File: config.mk
export PLATFORM = sky130hd
export DESIGN_NAME = lane_serializer_4x32
export DESIGN_NICKNAME = d
export VERILOG_FILES = /design/src/rtl/serializer_pkg.sv /design/src/rtl/lane_serializer_4x32_word_mux4.sv /design/src/rtl/lane_serializer_4x32.sv
export SDC_FILE = /design/constraint.sdc
export NUM_CORES = 1
export LEC_CHECK = 0
export CORE_MARGIN = 1
export CORE_UTILIZATION = 40
export DETAILED_ROUTE_END_ITERATION = 12
export GPL_TIMING_DRIVEN = 0
export PLACE_DENSITY = 0.75
export SLEW_MARGIN = 20
export SYNTH_ARGS = -nofsm -noshare
export SYNTH_HDL_FRONTEND = slang
export SYNTH_SLANG_ARGS = --single-unit
export TNS_END_PERCENT = 50
File: constraint.sdc
create_clock -name clk -period 1.8 [get_ports clk]
set_input_delay 0.27 -clock clk [delete_from_list [all_inputs] [get_ports clk]]
set_output_delay 0.27 -clock clk [all_outputs]
set_load 0.01 [all_outputs]
File: src/rtl/serializer_pkg.sv
// serializer_pkg
//   Shared types and constants for the 4-word lane serializer.
//   - state_t : serializer FSM states (IDLE, SEND)
//   - idx_t   : word index within a frame (2 bits)
//   - SER_WIDTH / SER_WORDS : word width and words per frame
package serializer_pkg;

  localparam int SER_WIDTH = 32;
  localparam int SER_WORDS = 4;

  typedef logic [1:0] idx_t;

  typedef enum logic {
    IDLE = 1'b0,
    SEND = 1'b1
  } state_t;

  localparam idx_t LAST_IDX = idx_t'(SER_WORDS - 1);

endpackage

File: src/rtl/lane_serializer_4x32_word_mux4.sv
// word_mux4
//   Four-way word selector used to pick the next captured word.
//   Ports:
//     d0..d3 : input  [WIDTH-1:0] candidate words
//     sel    : input  idx_t       word select
//     y      : output [WIDTH-1:0] selected word
module word_mux4
  import serializer_pkg::*;
#(
  parameter int WIDTH = SER_WIDTH
) (
  input  logic [WIDTH-1:0] d0,
  input  logic [WIDTH-1:0] d1,
  input  logic [WIDTH-1:0] d2,
  input  logic [WIDTH-1:0] d3,
  input  idx_t             sel,
  output logic [WIDTH-1:0] y
);

  always_comb begin
    y = d0;
    case (sel)
      2'd0: y = d0;
      2'd1: y = d1;
      2'd2: y = d2;
      2'd3: y = d3;
      default: y = d0;
    endcase
  end

endmodule

File: src/rtl/lane_serializer_4x32.sv
// lane_serializer_4x32
//   Captures four parallel words on start and presents them one at a time
//   on a valid/ready output port, word 0 first.
//   Optional feature: define SERIALIZER_PARITY_EN to add out_parity
//   (XOR reduction of out_data, registered alongside it).
//   Ports:
//     clk        : input  rising-edge clock
//     rst        : input  asynchronous active-low reset
//     start      : input  capture in0..in3 and begin a frame (honoured in IDLE)
//     in0..in3   : input  [WIDTH-1:0] words to serialize
//     out_data   : output [WIDTH-1:0] current word
//     out_idx    : output [1:0] index of current word
//     out_valid  : output out_data/out_idx valid
//     out_ready  : input  consumer accepts current word
//     out_last   : output current word is word 3
//     busy       : output frame in progress
//     done       : output one-cycle pulse after the final transfer
//     overrun    : output sticky, start seen while busy; cleared by next accepted start
//     out_parity : output (SERIALIZER_PARITY_EN only) parity of out_data
//
//   state | meaning
//   ------+-----------------------------------------------------------
//   IDLE  | no frame; start captures the bank and presents word 0
//   SEND  | frame in progress; each valid&ready edge advances out_idx
module lane_serializer_4x32
  import serializer_pkg::*;
#(
  parameter int WIDTH = SER_WIDTH
) (
  input  logic             clk,
  input  logic             rst,
  input  logic             start,
  input  logic [WIDTH-1:0] in0,
  input  logic [WIDTH-1:0] in1,
  input  logic [WIDTH-1:0] in2,
  input  logic [WIDTH-1:0] in3,
  output logic [WIDTH-1:0] out_data,
  output logic [1:0]       out_idx,
  output logic             out_valid,
  input  logic             out_ready,
  output logic             out_last,
  output logic             busy,
  output logic             done,
  output logic             overrun
`ifdef SERIALIZER_PARITY_EN
  ,
  output logic             out_parity
`endif
);

  state_t           state;
  logic [WIDTH-1:0] bank0, bank1, bank2, bank3;
  idx_t             next_idx;
  logic [WIDTH-1:0] next_word;
  logic             xfer;
  logic             par_q;

  assign next_idx = out_idx + 2'd1;
  assign xfer     = out_valid & out_ready;

  word_mux4 #(.WIDTH(WIDTH)) u_mux (
    .d0  (bank0),
    .d1  (bank1),
    .d2  (bank2),
    .d3  (bank3),
    .sel (next_idx),
    .y   (next_word)
  );

`ifdef SERIALIZER_PARITY_EN
  assign out_parity = par_q;
`endif

  always_ff @(posedge clk or negedge rst) begin
    if (!rst) begin
      state     <= IDLE;
      bank0     <= '0;
      bank1     <= '0;
      bank2     <= '0;
      bank3     <= '0;
      out_data  <= '0;
      out_idx   <= '0;
      out_valid <= 1'b0;
      out_last  <= 1'b0;
      busy      <= 1'b0;
      done      <= 1'b0;
      overrun   <= 1'b0;
      par_q     <= 1'b0;
    end else begin
      done <= 1'b0;
      case (state)
        IDLE: begin
          if (start) begin
            bank0     <= in0;
            bank1     <= in1;
            bank2     <= in2;
            bank3     <= in3;
            out_data  <= in0;
            par_q     <= ^in0;
            out_idx   <= '0;
            out_valid <= 1'b1;
            out_last  <= 1'b0;
            busy      <= 1'b1;
            overrun   <= 1'b0;
            state     <= SEND;
          end
        end
        SEND: begin
          // A start during SEND is dropped, even on the final-transfer edge.
          if (start) overrun <= 1'b1;
          if (xfer) begin
            if (out_idx == LAST_IDX) begin
              state     <= IDLE;
              out_valid <= 1'b0;
              out_last  <= 1'b0;
              busy      <= 1'b0;
              done      <= 1'b1;
              out_idx   <= '0;
              out_data  <= '0;
              par_q     <= 1'b0;
            end else begin
              out_idx  <= next_idx;
              out_data <= next_word;
              par_q    <= ^next_word;
              out_last <= (next_idx == LAST_IDX);
            end
          end
        end
        default: state <= IDLE;
      endcase
    end
  end

`ifndef SERIALIZER_PARITY_EN
  // Parity register is dead logic in this build; keep it tied into a sink.
  logic unused_par;
  assign unused_par = par_q;
`endif

endmodule

==> results of run 1 <==
==> Yosys cell counts <==
library cell  instances
a21boi_0              1
a222oi_1             32
a22o_1                2
a31oi_1               2
a31oi_2              30
and2_1                1
and2b_1               1
and3_1                1
buf_2                14
buf_4                 6
buf_6                 4
clkbuf_1             17
clkbuf_2              1
dfrtp_1             135
ha_1                  4
inv_1                 2
mux2_1               27
mux2_2               72
nand2_1               1
nand2b_1             64
nor2_1                4
nor2b_1               1
nor3_1               32
nor4bb_1              1
o21ai_0               1
o31ai_1               1
or2_1                 1
==> how the worst max path moves through the flow <==
stage	endpoint	slack [ns]	depth (start not counted)
2_1_floorplan	out_data[0]	0.20	7
3_3_place_gp	bank3[6]	-4.73	1
3_5_place_dp	bank1[23]	-0.30	6
4_1_cts	out_data[25]	-0.03	7
5_1_grt	out_last	-0.006	4
6_report	out_idx[0]	0.1	1
==> what timing repair did <==
action,4_1_cts,5_1_grt
endpoints found under the hold margin,52,0
pin swaps,0,3
gates resized for setup,13,16
endpoints found under the setup margin,31,33
hold buffers,1,0
cloned,0,0
==> cell families after synthesis <==
kind of cell | after synthesis | share of synthesized area
buf+inv | 44 | 0.0385
fa+ha+maj | 4 | 0.00814
compound gates | 69 | 0.121
simple gates | 107 | 0.101
mux | 99 | 0.181
flops | 135 | 0.550
==> final cells by class <==
class	count	area [sq um]	area share
Sequential cell	135	3380	0.389
Multi-Input combinational cell	279	2540	0.292
Timing Repair Buffer	172	1740	0.200
Clock buffer	26	489	0.0563
Buffer	41	253	0.0291
Tap cell	184	230	0.0265
Clock inverter	4	45.0	0.00518
Inverter	2	7.51	0.000864
==> metrics by stage <==
step | worst slack [ns] | power [W] | TNS, ns | cells
6_report | 0.0987 | 0.0148 | 0 | 843
3_5_place_dp | -0.304 | 0.0117 | -28.64 | 813
4_1_cts | -0.0347 | 0.0149 | -0.0534 | 844
5_1_grt | -0.00631 | 0.0158 | -0.00631 | 843
2_1_floorplan | 0.196 | 0.00923 | 0 | 458
3_3_place_gp | -4.73 | 0.0114 | -663.85 | 812
==> state kept, by name, summed over array words and instances, names as in the netlist <==
register,cells
busy,1
out_idx,2
bank3,32
state,1
out_last,1
bank1,32
overrun,1
out_data,32
bank2,32
done,1
==> layer usage <==
layer	vias up	global-route usage	share of wire
met2	181	0.354	0.49
met5	-	0	0
li1	2084	-	-
met4	0	0.0985	0.021
met3	28	0.0569	0.064
met1	2256	0.286	0.43
==> power by group through the flow <==
stage	Combinational (W)	Clock, W	Sequential, W
2_1_floorplan	0.00382	0	0.00541
3_3_place_gp	0.00606	0	0.00537
3_5_place_dp	0.00623	0	0.00546
4_1_cts	0.00630	0.00321	0.00541
5_1_grt	0.00679	0.00337	0.00560
6_report	0.00627	0.00315	0.00541
==> reports/results.txt, run 1 <==
Setup Buffers After CTS: 0
Clk pwr share: 0.212
Core Area: 14800 sq um
Largest area contributor in the netlist: dfrtp_1
Leak: 3.52 nW
Skew final: 0.00546 ns
Switch share: 0.326
Crit. Startpoint: out_idx[0]
Vias after detailed routing: 4549
Slew @ Worst Pin: 0.588 ns
Number of diodes: 0
Syn_nets: 594
Vias in the first global route: 4867
DRT iter0 DRCs: 413
GP Congestion: 0.797
Sequential Power Share: 0.365
First-pass GRT wire length: 26.4 mm
R2R depth: 4
RSZ-0062 raised after global routing: yes
Max-cap violations: 0
Die width: 126 um
Final nets: 784
Max incr delay on CP: 0.61 ns
Worst reg-to-reg setup slack: 0.12 ns
Hold slack: 0.361 ns
Most frequent cells in the layout: clkdlybuf4s50_1, dfrtp_1, mux2_2
Port buffer count: 170
Psw: 0.00483 W
CTS Sinks: 135
Mean Syn Cell Area: 13.4 sq um
Cell chain of the critical path: clkdlybuf4s50_1
Layout cell share with drive strength beyond 1: 0.256
Synth Cell Area: 6150 sq um
Initial antenna violation count: 0
Final min period: 1.70 ns
WL final: 16.6 mm
Clk_lat worst skew: 0.41 ns
Pwr/cell area: 1710 nW/um^2
Final setup viols: 0
Die H: 126 um
Internal power: 0.0100 W
Fill cell count: 1238
Sequential fraction of the synthesis area: 0.550
Cells after synthesis: 458
Outcome: complete, no violations
Area growth, synth to finish: 41.3%
All-Layer GR Usage: 0.222
Die area: 15900 sq um
CP bufs+invs: 1
Finished Cell Area: 8690 sq um
Post-route ant nets: 0
Pin count of the biggest net entering global routing: 84
Total CTS buffers: 17
Synth unique cells: 27
CP delay by family, top: buffers and inverters
Setup CP Type: register to primary output
Syn. warnings: 0
Slowest cell on the critical path: clkdlybuf4s50_1
Critical Path RT: 1.53 ns
Clock Root Buffer: clkbuf_16
H-tree levels: 4
Worst setup SP type: register
Post-Place Cell Area: 8110 sq um
Hold Fails Final Rpt: 0
Final slew viol count: 0
GR Overflow Total: 0
Row count: 44
DP HPWL: 11.9 mm
Hold crit path type: input port to async pin
# DRC: 0
CTS tree: built
Post-route core utilization: 0.589
Tcrit/Tclk final: 0.945
Commonest non-fill, non-tap cell in the layout: clkdlybuf4s50_1
Clk slew on worst S/H paths: 0.05 ns
Fmax: 0.588 GHz
VDD IR-drop max: 764 uV
DR pass1 iterations: 7
Worst setup EP type: primary output
Initial Util: 0.417
Rel. slew slack: 0.608
Crit path arrival time: 1.43 ns
Avg Vias per Cell: 5.40
Per-cell routed wire length: 19.6 um
Combinational Power Share: 0.423
Synth Register Bits: 135
Synth top area cells: dfrtp_1, mux2_2, nand2b_1, a31oi_2, a222oi_1
Critical R2R Launch: state
Ports: 171
Max clock buf depth: 2
Top cell type's share of synthesized area: 0.550
CP max FO: 6
RR Endpoint: out_last
Note: power is estimated with default switching activity, not from simulation.
==> run 2, diff against run 1 <==
--- a/config.mk
+++ b/config.mk
@@ -5,11 +5,13 @@
 export SDC_FILE = /design/constraint.sdc
 export NUM_CORES = 1
 export LEC_CHECK = 0
+export ABC_AREA = 1
 export CORE_MARGIN = 1
 export CORE_UTILIZATION = 40
+export CTS_CLUSTER_DIAMETER = 30
 export DETAILED_ROUTE_END_ITERATION = 12
 export GPL_TIMING_DRIVEN = 0
-export PLACE_DENSITY = 0.75
+export PLACE_DENSITY = 0.74
 export SLEW_MARGIN = 20
 export SYNTH_ARGS = -nofsm -noshare
 export SYNTH_HDL_FRONTEND = slang
==> reports/results.txt, run 2 <==
Most frequent cells in the layout: nand2_1, clkdlybuf4s50_1, dfrtp_1
Ys flop type: dfrtp_1
Count leader, synth: nand2_1
Largest area contributor in the netlist: dfrtp_1
Avg Vias per Cell: 4.74
Worst setup SP type: register
CTS Sinks: 135
Port buffer count: 170
Clk_lat worst skew: 0.42 ns
Die area: 16100 sq um
Initial Util: 0.410
Per-cell routed wire length: 15.2 um
Row count: 45
Ys async rst share: 1.00
Synth Register Bits: 135
Clock Root Buffer: clkbuf_16
# DRC: 0
Hold Fails Final Rpt: 0
Syn_nets: 955
GP Congestion: 0.827
Total CTS buffers: 17
Area growth, synth to finish: 41.5%
GR Overflow Total: 0
Pin count of the biggest net entering global routing: 79
Mean Syn Cell Area: 7.64 sq um
Cell chain of the critical path: buf_4 > clkdlybuf4s50_1
CP max FO: 4
Max clock buf depth: 2
DR pass1 iterations: 5
Hold crit path type: input port to async pin
Slowest cell on the critical path: clkdlybuf4s50_1
Post-route ant nets: 0
Vias after detailed routing: 5844
Synth unique cells: 17
Layout cell share with drive strength beyond 1: 0.0821
All-Layer GR Usage: 0.246
Worst setup EP type: primary output
Final setup viols: 0
Leak: 4.45 nW
Core Area: 15300 sq um
Outcome: complete, no violations
Final nets: 1146
Vias in the first global route: 5690
Commonest non-fill, non-tap cell in the layout: nand2_1
H-tree levels: 4
Initial antenna violation count: 0
Commonest cells post-synth: nand2_1, dfrtp_1, nor2_1
Fmax: 0.569 GHz
Hold slack: 0.358 ns
Critical Path RT: 1.53 ns
Finished Cell Area: 8850 sq um
RSZ-0062 raised after global routing: no
R2R depth: 7
Final min period: 1.76 ns
Die H: 127 um
Skew final: 0.00531 ns
DP HPWL: 12.8 mm
Die width: 127 um
EDFF count, synth: 0
WL final: 18.7 mm
DRT iter0 DRCs: 383
Rel. slew slack: 0.619
Pwr/cell area: 1640 nW/um^2
Top cell type's share of synthesized area: 0.540
Syn. warnings: 0
Cells after synthesis: 819
Number of diodes: 0
Ports: 171
Setup CP Type: register to primary output
Slew @ Worst Pin: 0.571 ns
Synth top area cells: dfrtp_1, nand2_1, a21oi_1, nor2_1, nand3_1
Tcrit/Tclk final: 0.976
Final slew viol count: 0
Max incr delay on CP: 0.51 ns
Max-cap violations: 0
Sequential fraction of the synthesis area: 0.540
Post-Place Cell Area: 8250 sq um
First-pass GRT wire length: 29.9 mm
Synth Cell Area: 6260 sq um
Crit path arrival time: 1.49 ns
VDD IR-drop max: 877 uV
Clk slew on worst S/H paths: 0.06 ns
CTS tree: built
-- run 2: worst max-delay path: cells and delay by family, from the launching register on --
family / cells / cell delay [ns]
flip-flops: 1 / 0.43
buffers and inverters: 2 / 0.63
-- run 2: logic make-up after synthesis --
group                    share of synthesized area
buffers and inverters                       0.0700
AND/OR/NAND/NOR                              0.328
adder cells (fa/ha/maj)                    0.00800
flip-flops                                   0.540
AO/OA/AOI/OAI                               0.0536
-- run 2: final timing paths --
kind,from,endpoint,slack [ns]
min reg2reg,bank2[6],bank2[6],0.48
min in group clk,in2[29],bank2[29],0.38
max reg2reg,out_idx[0],out_data[29],0.14
max,busy,out_valid,0.04
max in group asynchronous,rst,busy,0.71
min,rst,bank3[27],0.36
-- run 2: report_power, final --
group | leakage [nW] | internal, W | switching (W) | total (W)
clock network | 0.286 | 0.00217 | 0.00127 | 0.00345
registers | 1.66 | 0.00457 | 0.000882 | 0.00545
logic | 2.51 | 0.00252 | 0.00311 | 0.00562
total | 4.45 | 0.00926 | 0.00526 | 0.0145
-- run 2: layout make-up --
| type | instances | area, sq um |
|---|---|---|
| well taps | 211 | 264 |
| multi-input cells | 597 | 2440 |
| inverters | 38 | 145 |
| clock inverters | 8 | 95.1 |
| fillers | 1398 | 6400 |
| plain buffers | 49 | 295 |
| repair buffers | 172 | 1740 |
| flip-flops and latches | 135 | 3380 |
| clock buffers | 24 | 492 |
-- run 2: per-layer routing --
layer / GRT usage / share of wire
met1: 0.324 / 0.45
met2: 0.404 / 0.47
met3: 0.0461 / 0.061
met4: 0.0931 / 0.019
met5: 0 / 0
-- run 2: per-stage QoR --
stage | TNS (ns) | power (W) | instances | setup slack (ns) | utilization
finish | 0 | 0.0145 | 1234 | 0.0441 | 0.580
global route | 0 | 0.0156 | 1234 | 0.00146 | 0.580
CTS | 0 | 0.0146 | 1234 | 0.0358 | 0.580
detailed placement | 0 | 0.0111 | 1201 | 0.00511 | 0.541
global placement | -673.36 | 0.0109 | 1200 | -5.00 | 0.539
floorplan | 0 | 0.00863 | 819 | 0.409 | -
-- run 2: what timing repair did --
item                                    in CTS  in global routing
buffers inserted                             0                  0
resized for setup                            3                  0
endpoints found under the hold margin       57                  0
hold buffers                                 1                  0
endpoints found under the setup margin       8                  0
